`config.mk`:
```
export PLATFORM = sky130hd
export DESIGN_NAME = max7219_frame_driver
export DESIGN_NICKNAME = d
export VERILOG_FILES = /design/src/rtl/max7219_pkg.sv /design/src/rtl/max7219_spi_tx.sv /design/src/rtl/max7219_frame_driver.sv
export SDC_FILE = /design/constraint.sdc
export NUM_CORES = 1
export LEC_CHECK = 0
export CORE_ASPECT_RATIO = 0.75
export CORE_MARGIN = 2
export CORE_UTILIZATION = 41
export CTS_CLUSTER_DIAMETER = 60
export DETAILED_ROUTE_END_ITERATION = 8
export SLEW_MARGIN = 40
export SYNTH_ARGS = -nofsm -noshare
export SYNTH_HDL_FRONTEND = slang
export SYNTH_HIERARCHICAL = 1
export SYNTH_SLANG_ARGS = --single-unit
```
`constraint.sdc`:
```
create_clock -name sys_clk -period 5.3 [get_ports sys_clk]
set_input_delay 1.06 -clock sys_clk [delete_from_list [all_inputs] [get_ports sys_clk]]
set_output_delay 1.06 -clock sys_clk [all_outputs]
set_load 0.01 [all_outputs]
```
`src/rtl/max7219_pkg.sv`:
```
// Shared definitions for the MAX7219 chain driver: register addresses,
// sequencer/transmitter state encodings and packet word helpers.
// Contents:
//   REG_*          MAX7219 register addresses
//   seq_state_e    frame sequencer states
//   tx_state_e     SPI transmitter states
//   pack_word()    builds a 16-bit {4'h0, addr, data} word
//   init_word()    word for power-up init packet idx (0..12)
package max7219_pkg;

  localparam logic [3:0] REG_DIGIT0    = 4'h1;
  localparam logic [3:0] REG_DECODE    = 4'h9;
  localparam logic [3:0] REG_INTENSITY = 4'hA;
  localparam logic [3:0] REG_SCANLIM   = 4'hB;
  localparam logic [3:0] REG_SHUTDOWN  = 4'hC;
  localparam logic [3:0] REG_TEST      = 4'hF;

  typedef enum logic [2:0] {
    ST_INIT,
    ST_IDLE,
    ST_INTEN,
    ST_FRAME,
    ST_DONE
  } seq_state_e;

  typedef enum logic [2:0] {
    TX_IDLE,
    TX_LOW,
    TX_HIGH,
    TX_TAIL,
    TX_GAP
  } tx_state_e;

  function automatic logic [15:0] pack_word(input logic [3:0] addr, input logic [7:0] data);
    return {4'h0, addr, data};
  endfunction

  // Init packets 0..4 configure the chip, 5..12 blank digit rows 1..8.
  function automatic logic [15:0] init_word(input logic [3:0] idx, input logic [3:0] inten);
    case (idx)
      4'd0:    return pack_word(REG_TEST, 8'h00);
      4'd1:    return pack_word(REG_SHUTDOWN, 8'h01);
      4'd2:    return pack_word(REG_SCANLIM, 8'h07);
      4'd3:    return pack_word(REG_DECODE, 8'h00);
      4'd4:    return pack_word(REG_INTENSITY, {4'h0, inten});
      default: return pack_word(idx - 4'd4, 8'h00);
    endcase
  endfunction

endpackage

```
`src/rtl/max7219_spi_tx.sv`:
```
// One-packet 3-wire SPI shifter for a MAX7219 chain.
// Ports:
//   clk_i, rst_ni       clock, synchronous active-low reset
//   start_i, word_i     load and send word_i (accepted only while ready_o)
//   ready_o             idle and CS-high gap elapsed
//   done_o              1-cycle pulse together with the CS rise
//   cs_o, sclk_o, din_o chain pins (CS active-low, CLK idle low, MSB first)
module max7219_spi_tx
  import max7219_pkg::*;
#(
  parameter int unsigned CLK_DIV = 500,
  parameter int unsigned WIDTH   = 16
) (
  input  logic             clk_i,
  input  logic             rst_ni,
  input  logic             start_i,
  input  logic [WIDTH-1:0] word_i,
  output logic             ready_o,
  output logic             done_o,
  output logic             cs_o,
  output logic             sclk_o,
  output logic             din_o
);

  localparam int unsigned DW = $clog2(2 * CLK_DIV);
  localparam int unsigned BW = $clog2(WIDTH);

  tx_state_e        state_q, state_d;
  logic [DW-1:0]    div_q, div_d;
  logic [BW-1:0]    bit_q, bit_d;
  logic [WIDTH-1:0] sh_q, sh_d;
  logic             cs_q, cs_d, sclk_q, sclk_d, din_q, din_d;
  logic             ready_q, ready_d, done_q, done_d;
  logic             half_end_c, gap_end_c;

  assign half_end_c = (div_q == DW'(CLK_DIV - 1));
  assign gap_end_c  = (div_q == DW'(2 * CLK_DIV - 1));

  // State and datapath registers
  always_ff @(posedge clk_i) begin
    if (!rst_ni) begin
      state_q <= TX_IDLE;
      div_q   <= '0;
      bit_q   <= '0;
      sh_q    <= '0;
      cs_q    <= 1'b1;
      sclk_q  <= 1'b0;
      din_q   <= 1'b0;
      ready_q <= 1'b1;
      done_q  <= 1'b0;
    end else begin
      state_q <= state_d;
      div_q   <= div_d;
      bit_q   <= bit_d;
      sh_q    <= sh_d;
      cs_q    <= cs_d;
      sclk_q  <= sclk_d;
      din_q   <= din_d;
      ready_q <= ready_d;
      done_q  <= done_d;
    end
  end

  // Bit timing: CLK low half (data setup), CLK high half, tail, CS-high gap
  always_comb begin
    state_d = state_q;
    div_d   = div_q;
    bit_d   = bit_q;
    sh_d    = sh_q;
    unique case (state_q)
      TX_IDLE: begin
        if (start_i) begin
          state_d = TX_LOW;
          sh_d    = word_i;
          bit_d   = BW'(WIDTH - 1);
          div_d   = '0;
        end
      end
      TX_LOW: begin
        div_d = div_q + 1'b1;
        if (half_end_c) begin
          div_d   = '0;
          state_d = TX_HIGH;
        end
      end
      TX_HIGH: begin
        div_d = div_q + 1'b1;
        if (half_end_c) begin
          div_d = '0;
          if (bit_q == '0) begin
            state_d = TX_TAIL;
          end else begin
            state_d = TX_LOW;
            bit_d   = bit_q - 1'b1;
            sh_d    = sh_q << 1;
          end
        end
      end
      TX_TAIL: begin
        div_d = div_q + 1'b1;
        if (half_end_c) begin
          div_d   = '0;
          state_d = TX_GAP;
        end
      end
      TX_GAP: begin
        div_d = div_q + 1'b1;
        if (gap_end_c) begin
          div_d   = '0;
          state_d = TX_IDLE;
        end
      end
      default: state_d = TX_IDLE;
    endcase
  end

  // Pin values follow the upcoming state so they are registered glitch-free
  always_comb begin
    cs_d    = !(state_d inside {TX_LOW, TX_HIGH, TX_TAIL});
    sclk_d  = (state_d == TX_HIGH);
    din_d   = (state_d inside {TX_LOW, TX_HIGH}) ? sh_d[WIDTH-1] : 1'b0;
    ready_d = (state_d == TX_IDLE);
    done_d  = (state_q == TX_TAIL) && (state_d == TX_GAP);
  end

  assign ready_o = ready_q;
  assign done_o  = done_q;
  assign cs_o    = cs_q;
  assign sclk_o  = sclk_q;
  assign din_o   = din_q;

endmodule

```
`src/rtl/max7219_frame_driver.sv`:
```
// MAX7219 chain driver: frame buffer, power-up init and frame streaming.
// Ports:
//   sys_clk, _rst            clock, synchronous active-low reset
//   wr_en/wr_addr/wr_data    row write (addr = dev*8 + row, bit7 = column 0)
//   refresh                  request a full frame
//   intensity                brightness for register 0x0A
//   busy, frame_done         status (frame_done pulses after last CS rise)
//   CS, CLK, Din             chain pins
// Build option: define MAX7219_SCROLL_EN to add the rotating scroll offset
// and its periodic auto-refresh (adds parameter SCROLL_DIV).
module max7219_frame_driver
  import max7219_pkg::*;
#(
  parameter int unsigned N_DEV   = 1,
  parameter int unsigned CLK_DIV = 500
`ifdef MAX7219_SCROLL_EN
  ,
  parameter int unsigned SCROLL_DIV = 5000000
`endif
) (
  input  logic                       sys_clk,
  input  logic                       _rst,
  input  logic                       wr_en,
  input  logic [$clog2(N_DEV*8)-1:0] wr_addr,
  input  logic [7:0]                 wr_data,
  input  logic                       refresh,
  input  logic [3:0]                 intensity,
  output logic                       busy,
  output logic                       frame_done,
  output logic                       CS,
  output logic                       CLK,
  output logic                       Din
);

  localparam int unsigned ROWS  = N_DEV * 8;
  localparam int unsigned AW    = $clog2(ROWS);
  localparam int unsigned WIDTH = N_DEV * 16;

  seq_state_e       state_q, state_d;
  logic [3:0]       idx_q, idx_d;
  logic             issued_q, issued_d;
  logic             pend_q, pend_d;
  logic [3:0]       ishadow_q, ishadow_d;
  logic             busy_q, busy_d, fdone_q, fdone_d;
  logic [7:0]       fb_q [ROWS];
  logic [ROWS-1:0]  row_vec_c, row_rot_c;
  logic [WIDTH-1:0] tx_word_c;
  logic             issue_c, pkt_end_c, req_c, scroll_req_c;
  logic             tx_ready, tx_done;

  // Frame buffer; out-of-range rows are dropped
  always_ff @(posedge sys_clk) begin
    if (!_rst) begin
      fb_q <= '{default: '0};
    end else if (wr_en && (32'(wr_addr) < ROWS)) begin
      fb_q[wr_addr] <= wr_data;
    end
  end

  // Current row across the whole chain, device 0 in the MSBs (column 0 first)
  always_comb begin
    row_vec_c = '0;
    for (int d = 0; d < int'(N_DEV); d++) begin
      row_vec_c[(int'(N_DEV) - 1 - d) * 8 +: 8] = fb_q[AW'(d * 8) + AW'(idx_q[2:0])];
    end
  end

`ifdef MAX7219_SCROLL_EN
  localparam int unsigned SW = $clog2(SCROLL_DIV);

  logic [SW-1:0] scnt_q;
  logic [AW-1:0] offset_q;

  // Free-running step timer; each step advances the offset and requests a frame
  always_ff @(posedge sys_clk) begin
    if (!_rst) begin
      scnt_q   <= '0;
      offset_q <= '0;
    end else if (scroll_req_c) begin
      scnt_q   <= '0;
      offset_q <= (offset_q == AW'(ROWS - 1)) ? '0 : offset_q + 1'b1;
    end else begin
      scnt_q <= scnt_q + 1'b1;
    end
  end

  assign scroll_req_c = (scnt_q == SW'(SCROLL_DIV - 1));
  assign row_rot_c    = (row_vec_c << offset_q) | (row_vec_c >> (ROWS - 32'(offset_q)));
`else
  assign scroll_req_c = 1'b0;
  assign row_rot_c    = row_vec_c;
`endif

  assign req_c     = refresh || scroll_req_c;
  assign issue_c   = (state_q inside {ST_INIT, ST_INTEN, ST_FRAME}) && !issued_q && tx_ready;
  assign pkt_end_c = issued_q && tx_done;

  // Sequencer state register
  always_ff @(posedge sys_clk) begin
    if (!_rst) begin
      state_q   <= ST_INIT;
      idx_q     <= '0;
      issued_q  <= 1'b0;
      pend_q    <= 1'b0;
      ishadow_q <= '0;
      busy_q    <= 1'b1;
      fdone_q   <= 1'b0;
    end else begin
      state_q   <= state_d;
      idx_q     <= idx_d;
      issued_q  <= issued_d;
      pend_q    <= pend_d;
      ishadow_q <= ishadow_d;
      busy_q    <= busy_d;
      fdone_q   <= fdone_d;
    end
  end

  // Sequencer next state: one packet in flight, advance on its CS rise
  always_comb begin
    state_d   = state_q;
    idx_d     = idx_q;
    issued_d  = issued_q;
    pend_d    = pend_q;
    ishadow_d = ishadow_q;
    if (req_c && (state_q != ST_IDLE)) pend_d = 1'b1;
    if (issue_c) issued_d = 1'b1;
    // Shadow tracks the last intensity actually put on the wire
    if (issue_c && (((state_q == ST_INIT) && (idx_q == 4'd4)) || (state_q == ST_INTEN))) begin
      ishadow_d = intensity;
    end
    unique case (state_q)
      ST_INIT: begin
        if (pkt_end_c) begin
          issued_d = 1'b0;
          if (idx_q == 4'd12) begin
            idx_d   = '0;
            state_d = ST_IDLE;
          end else begin
            idx_d = idx_q + 1'b1;
          end
        end
      end
      ST_IDLE: begin
        if (req_c || pend_q) begin
          pend_d  = 1'b0;
          idx_d   = '0;
          state_d = (intensity != ishadow_q) ? ST_INTEN : ST_FRAME;
        end
      end
      ST_INTEN: begin
        if (pkt_end_c) begin
          issued_d = 1'b0;
          state_d  = ST_FRAME;
        end
      end
      ST_FRAME: begin
        if (pkt_end_c) begin
          issued_d = 1'b0;
          if (idx_q == 4'd7) begin
            idx_d   = '0;
            state_d = ST_DONE;
          end else begin
            idx_d = idx_q + 1'b1;
          end
        end
      end
      ST_DONE: state_d = ST_IDLE;
      default: state_d = ST_INIT;
    endcase
  end

  // Sequencer outputs: packet word for the current step, registered status
  always_comb begin
    tx_word_c = '0;
    busy_d    = (state_d != ST_IDLE);
    fdone_d   = (state_d == ST_DONE);
    unique case (state_q)
      ST_INIT: begin
        for (int d = 0; d < int'(N_DEV); d++) tx_word_c[d * 16 +: 16] = init_word(idx_q, intensity);
      end
      ST_INTEN: begin
        for (int d = 0; d < int'(N_DEV); d++) begin
          tx_word_c[d * 16 +: 16] = pack_word(REG_INTENSITY, {4'h0, intensity});
        end
      end
      ST_FRAME: begin
        // Highest device occupies the MSBs so it is shifted out first
        for (int d = 0; d < int'(N_DEV); d++) begin
          tx_word_c[d * 16 +: 16] = pack_word(REG_DIGIT0 + idx_q,
                                              row_rot_c[(int'(N_DEV) - 1 - d) * 8 +: 8]);
        end
      end
      default: tx_word_c = '0;
    endcase
  end

  max7219_spi_tx #(
    .CLK_DIV(CLK_DIV),
    .WIDTH  (WIDTH)
  ) u_tx (
    .clk_i  (sys_clk),
    .rst_ni (_rst),
    .start_i(issue_c),
    .word_i (tx_word_c),
    .ready_o(tx_ready),
    .done_o (tx_done),
    .cs_o   (CS),
    .sclk_o (CLK),
    .din_o  (Din)
  );

  assign busy       = busy_q;
  assign frame_done = fdone_q;

endmodule
```
* After elaboration in Yosys (flattened, before gate mapping) *
Index checks and enable logic that the tools add are counted.

word-level totals
  register bits = 117
  input bits = 19
  output and inout bits = 5
  word-level logic and storage cells = 140

operators by class
  add/sub/neg operators = 4
  magnitude comparators = 3
  equal/unequal tests = 30
  multiplexer cells = 47
  bitwise logic cells = 2
  reduce and logical (&&, ||, !) cells = 29

operator list
  cell                   count
  $bwmux 64              1
  $pmux 12 s5            1
  $mux 16                3
  $pmux 16 s3            1
  $mux 3                 11
  $mux 4                 8
  $pmux 16 s2            1
  $mux 10                3
  $pmux 10 s3            1
  $pmux 3 s5             2
  $bmux 8 s3             1
  $demux 8 s3            1
  $mux 8                 3
  $eq 3x2->1 const B     6
  $eq 3x3->1 const B     4
  $pmux 4 s3             1
  $reduce_bool 3->1      4
  $add 10x1->10 const B  1
  $eq 10x10->1 const B   1
  $eq 10x9->1 const B    1
  $ne 2x2->1 const B     5
  $eq 3x1->1 const B     3
  $logic_not 3->1        3
  $eq 4x2->1 const B     2
  other kinds (23)       47

* Logic depth before layout (Yosys ltp) *
  word-level depth = 9
  gate-level depth with buffers = 11

* Hierarchy *
Netlist, hierarchy kept.

by module, submodules not included
  module                times used  cells an instance  area an instance (µm²)  seq. area each (µm²)
  max7219_frame_driver  1           472                3,854.9                 1,581.5
  max7219_spi_tx        1           215                1,831.8                 760.7

* Worst setup path after synthesis *
OpenSTA, ideal clock, no wires.

  path type = flip-flop to flip-flop
  start point = register idx_q[1]
  end point = register u_tx.sh_q[10]
  library setup time = 0.070 ns
  arrival time = 2.541 ns
  path slack = 2.689 ns
  stages on the path, launching flop included = 12
  clock period less this slack = 2.611 ns
  cell sequence = dfxtp_1 -> clkbuf_1 -> buf_2 -> inv_1 -> ha_1 -> buf_6 -> o41a_1 -> a2111oi_2 -> o21ai_1 -> a31oi_1 -> a22oi_1 -> a21oi_1

between the ends
  longest elaborated chain between the ends = 5

RTL lines
  item                                 line                         source
  from (decl)                          max7219_frame_driver.sv:40   logic [3:0] idx_q, idx_d;
  from (signal assigned)               max7219_frame_driver.sv:110  idx_q <= idx_d;
  $sub 4x3->4 (tied with other cells)  max7219_pkg.sv:46            default: return pack_word(idx - 4'd4, 8'h00);
  $pmux 12 s5                          max7219_pkg.sv:40            case (idx)
  $pmux 16 s3 (*)                      max7219_frame_driver.sv:178  unique case (state_q)
  named net tx_word_c[10]              max7219_frame_driver.sv:47   logic [WIDTH-1:0] tx_word_c;
  $mux 16 (*)                          max7219_spi_tx.sv:72         if (start_i) begin
  $pmux 16 s2 (*)                      max7219_spi_tx.sv:70         unique case (state_q)
  to (signal assigned)                 max7219_spi_tx.sv:45         sh_q <= '0;
  to (signal assigned)                 max7219_spi_tx.sv:55         sh_q <= sh_d;
  to (decl)                            max7219_spi_tx.sv:31         logic [WIDTH-1:0] sh_q, sh_d;

Mark *: on every way through the listed nets, which the timed path passes. The rest lies on a longest branch. The select of a mux whose other input is x is not followed.
A chain may end at the register's enable or synchronous reset.

==> insert_results.sql <==
INSERT INTO impl_metrics (metric_group, metric, value, unit) VALUES
('worst_setup_path', 'cp_cell_sequence', 'clkdlybuf4s50_1, nand2b_1, o32ai_4, o21ai_0, a31oi_1', ''),
('global_routing', 'first_global_vias', '4669', ''),
('logic_synthesis', 'synth.lib_cells_used.distinct', '70', ''),
('global_routing', 'grt_remaining_overflow', '0', ''),
('floorplanning', 'coreArea', '13610', 'um2'),
('cts', 'clk_root_buffer_cell', 'sky130_fd_sc_hd__clkbuf_16', ''),
('worst_setup_path', 'cpMaxStageDelayCell', 'sky130_fd_sc_hd__clkdlybuf4s50_1', ''),
('worst_setup_path', 'cp_data_required_time', '5640', 'ps'),
('worst_setup_path', 'kind_of_end_point_of_the_critical_path', 'flop', ''),
('finish', 'drive_gt1_share', '9.760', '%'),
('logic_synthesis', 'postSynthAreaPerCell', '8.278', 'um2'),
('worst_setup_path', 'r2r_cells', '9', ''),
('timing', 'rsz0062_at_grt', 'no', ''),
('timing', 'finalCriticalPeriod', '2868', 'ps'),
('timing', 'hold_violations', '0', ''),
('finish', 'nets', '724', ''),
('finish', 'fillCellCount', '1296', ''),
('logic_synthesis', 'synth_commonest_cells', 'sky130_fd_sc_hd__nand2_1, sky130_fd_sc_hd__dfxtp_1, sky130_fd_sc_hd__a21oi_1', ''),
('logic_synthesis', 'netlist_area', '5687', 'um2'),
('cts', 'htree_num_levels', '4', ''),
('global_routing', 'grt_start_max_net_pins', '69', ''),
('worst_setup_path', 'timing.critical_path.from_type', 'input port', ''),
('logic_synthesis', 'synth_largest_type_area_fraction', '41.19', '%'),
('timing', 'maximum_clock_frequency', '348.6', 'MHz'),
('logic_synthesis', 'synth_async_sr_flop_share', '0', '%'),
('timing', 'transition_time_at_the_pin_with_the_least_slew_margin', '790.2', 'ps'),
('outcome', 'run_status', 'completed', ''),
('cts', 'hold_buf_cts', '0', ''),
('floorplanning', 'initial_utilization', '41.78', '%'),
('timing', 'finalMaxSlewViolations', '0', ''),
('worst_setup_path', 'timing.setup.critical_path_class', 'input port to flop', ''),
('worst_hold_path', 'hold_path_depth', '2', ''),
('timing', 'worst_slack', '2432', 'ps'),
('logic_synthesis', 'synth_area_leaders', 'sky130_fd_sc_hd__dfxtp_1, sky130_fd_sc_hd__nand2_1, sky130_fd_sc_hd__a21oi_1', ''),
('floorplanning', 'number_of_rows_created_at_floorplan', '37', ''),
('cts', 'cts_max_path_buffers', '2', ''),
('placement', 'gp_congestion', '0.8288', ''),
('finish', 'multiInputGateArea', '3142', 'um2'),
('finish', 'antenna-diode-count', '0', ''),
('detailed_routing', 'dr.pass1.iters', '5', ''),
('finish', 'area_delta_synth_final', '15.25', '%'),
('global_routing', 'met2_usage', '27.98', '%'),
('timing', 'maxSlewHeadroom', '47.26', '%'),
('worst_setup_path', 'ff2ff_setup_slack', '2480', 'ps'),
('worst_setup_path', 'crit_fanout', '17', ''),
('detailed_routing', 'route.final.wire_length', '14.22', 'mm'),
('floorplanning', 'die_area', '14840', 'um2'),
('job', 'maxCapViolations', '0', ''),
('power', 'power_density', '326.6', 'nW/um2'),
('detailed_routing', 'initialDrtViolationCount', '460', ''),
('logic_synthesis', 'synth_cells', '687', ''),
('cts', 'cts_buffers', '17', ''),
('power', 'power.leakage', '2.238', 'nW'),
('placement', 'port_buffers', '23', ''),
('detailed_routing', 'vias_per_cell', '5.644', ''),
('floorplanning', 'num_io_pins', '24', ''),
('global_routing', 'grt_busiest_layer', 'met1', ''),
('cts', 'postCtsSetupBuffers', '0', ''),
('worst_setup_path', 'worst_ep_arrival_time', '3200', 'ps'),
('detailed_routing', 'drc_errors', '0', ''),
('finish', 'regArea', '2344', 'um2'),
('global_routing', 'number_of_antenna_violations_at_the_first_check_in_global_routing', '0', ''),
('timing', 'finalCritPeriodShare', '54.12', '%'),
('cts', 'count_of_clock_tree_sinks', '117', ''),
('logic_synthesis', 'yosys_register_bits', '117', ''),
('timing', 'tns', '0', 'ps'),
('timing', 'timing.clock.skew', '10.39', 'ps'),
('worst_hold_path', 'type_of_the_tightest_min_delay_check', 'flop to flop', ''),
('floorplanning', 'die_height', '106.0', 'um'),
('worst_setup_path', 'worstSetupPathDepth', '5', ''),
('detailed_routing', 'dr_total_vias', '4978', '');
per-layer routing:
| metal | vias up | routed length (um) |
|---|---|---|
| met5 | - | 0 |
| met4 | 0 | 161 |
| met3 | 16 | 965 |
| met2 | 171 | 6042 |
| met1 | 2364 | 7048 |
| li1 | 2427 | - |
through the flow:
step	cells	utilization, %	power, mW	hold slack [ps]	instance area (um2)
global placement	851	43.96	1.097	438.8	5983
floorplan	690	-	1.053	424.7	5698
global route	882	48.15	2.230	467.1	6554
finish	882	48.15	2.140	449.5	6554
CTS	882	48.07	2.162	451.1	6543
detailed placement	851	44.02	1.101	443.9	5991
worst paths after layout:
| path | to | start |
|---|---|---|
| worst max-delay path | u_tx/div_q[6] | _rst |
| worst min-delay path | u_tx/sh_q[1] | u_tx/sh_q[1] |
| worst max register to register | u_tx/bit_q[0] | state_q[1] |
| worst min register to register | u_tx/sh_q[1] | u_tx/sh_q[1] |
area by class of cell:
class | instances | area share (%)
Clock buffer | 28 | 8.190
Clock inverter | 3 | 0.2291
Inverter | 14 | 0.8018
Multi-Input combinational cell | 520 | 47.94
Sequential cell | 117 | 35.76
Tap cell | 175 | 3.341
Timing Repair Buffer | 25 | 3.742
power by group:
group	internal [mW]	switching (mW)	total (mW)
clock	0.679	0.375	1.05
sequential	0.909	0.0204	0.929
combinational	0.0616	0.0959	0.157
state kept, by name, indices dropped and copies added (netlist names):
signal        flops
busy              1
fb_q             64
frame_done        1
idx_q             4
ishadow_q         4
issued_q          1
pend_q            1
state_q           3
u_tx/bit_q        4
u_tx/cs_o         1
u_tx/din_o        1
u_tx/div_q       10
u_tx/done_o       1
u_tx/ready_o      1
u_tx/sclk_o       1
u_tx/sh_q        16
u_tx/state_q      3
worst register-to-register path, delay by kind of cell, from the launching register on:
family	cells	cell delay, ps
and+or+nand+nor	5	900
AOI/OAI and AO/OA	2	740
muxes	1	360
DFF	1	640
buffers and inverters	1	120
logic make-up after synthesis:
group                    count (synthesis)  share of synthesized area, %
multiplexers                            24                         7.767
XOR/XNOR                                 9                         1.386
flip-flops                             117                         41.19
adder cells (fa/ha/maj)                 10                         2.200
other                                    1                       0.06594
AND/OR/NAND/NOR                        304                         25.10
AO/OA/AOI/OAI                          169                         18.22
buffers and inverters                   53                         4.070
cell usage in the layout, fill, tap and decap left out, types with 3 or more instances in the layout:
cell                              netlist  routed
sky130_fd_sc_hd__ha_1                  10      10
sky130_fd_sc_hd__clkdlybuf4s50_1        0      23
sky130_fd_sc_hd__xnor2_1                7       7
sky130_fd_sc_hd__clkbuf_1              17       4
sky130_fd_sc_hd__clkbuf_16              0      17
sky130_fd_sc_hd__a21oi_1              106     106
sky130_fd_sc_hd__nand4_1                5       5
sky130_fd_sc_hd__nand2b_1              11      11
sky130_fd_sc_hd__a22o_1                 5       5
sky130_fd_sc_hd__a22oi_1               16      16
sky130_fd_sc_hd__and3_1                 7       7
sky130_fd_sc_hd__mux4_2                16      16
sky130_fd_sc_hd__nor3_1                 8       8
sky130_fd_sc_hd__or3_1                  3       3
sky130_fd_sc_hd__dfxtp_1              117     116
sky130_fd_sc_hd__nand3_1               19      19
sky130_fd_sc_hd__nor2_1                38      38
sky130_fd_sc_hd__mux2i_1                7       7
sky130_fd_sc_hd__o21ai_1                3       3
sky130_fd_sc_hd__nand4b_1               3       3
sky130_fd_sc_hd__inv_1                 11      11
sky130_fd_sc_hd__nand2_1              178     178
sky130_fd_sc_hd__inv_2                  3       3
sky130_fd_sc_hd__conb_1                 1       4
sky130_fd_sc_hd__nor2b_1                7       7
sky130_fd_sc_hd__clkinv_2               0       3
sky130_fd_sc_hd__a31oi_1                8       8
sky130_fd_sc_hd__o21ai_0                5       5
sky130_fd_sc_hd__and4b_1                3       3
sky130_fd_sc_hd__clkbuf_8               0       7
(Power assumes the default switching activity.)
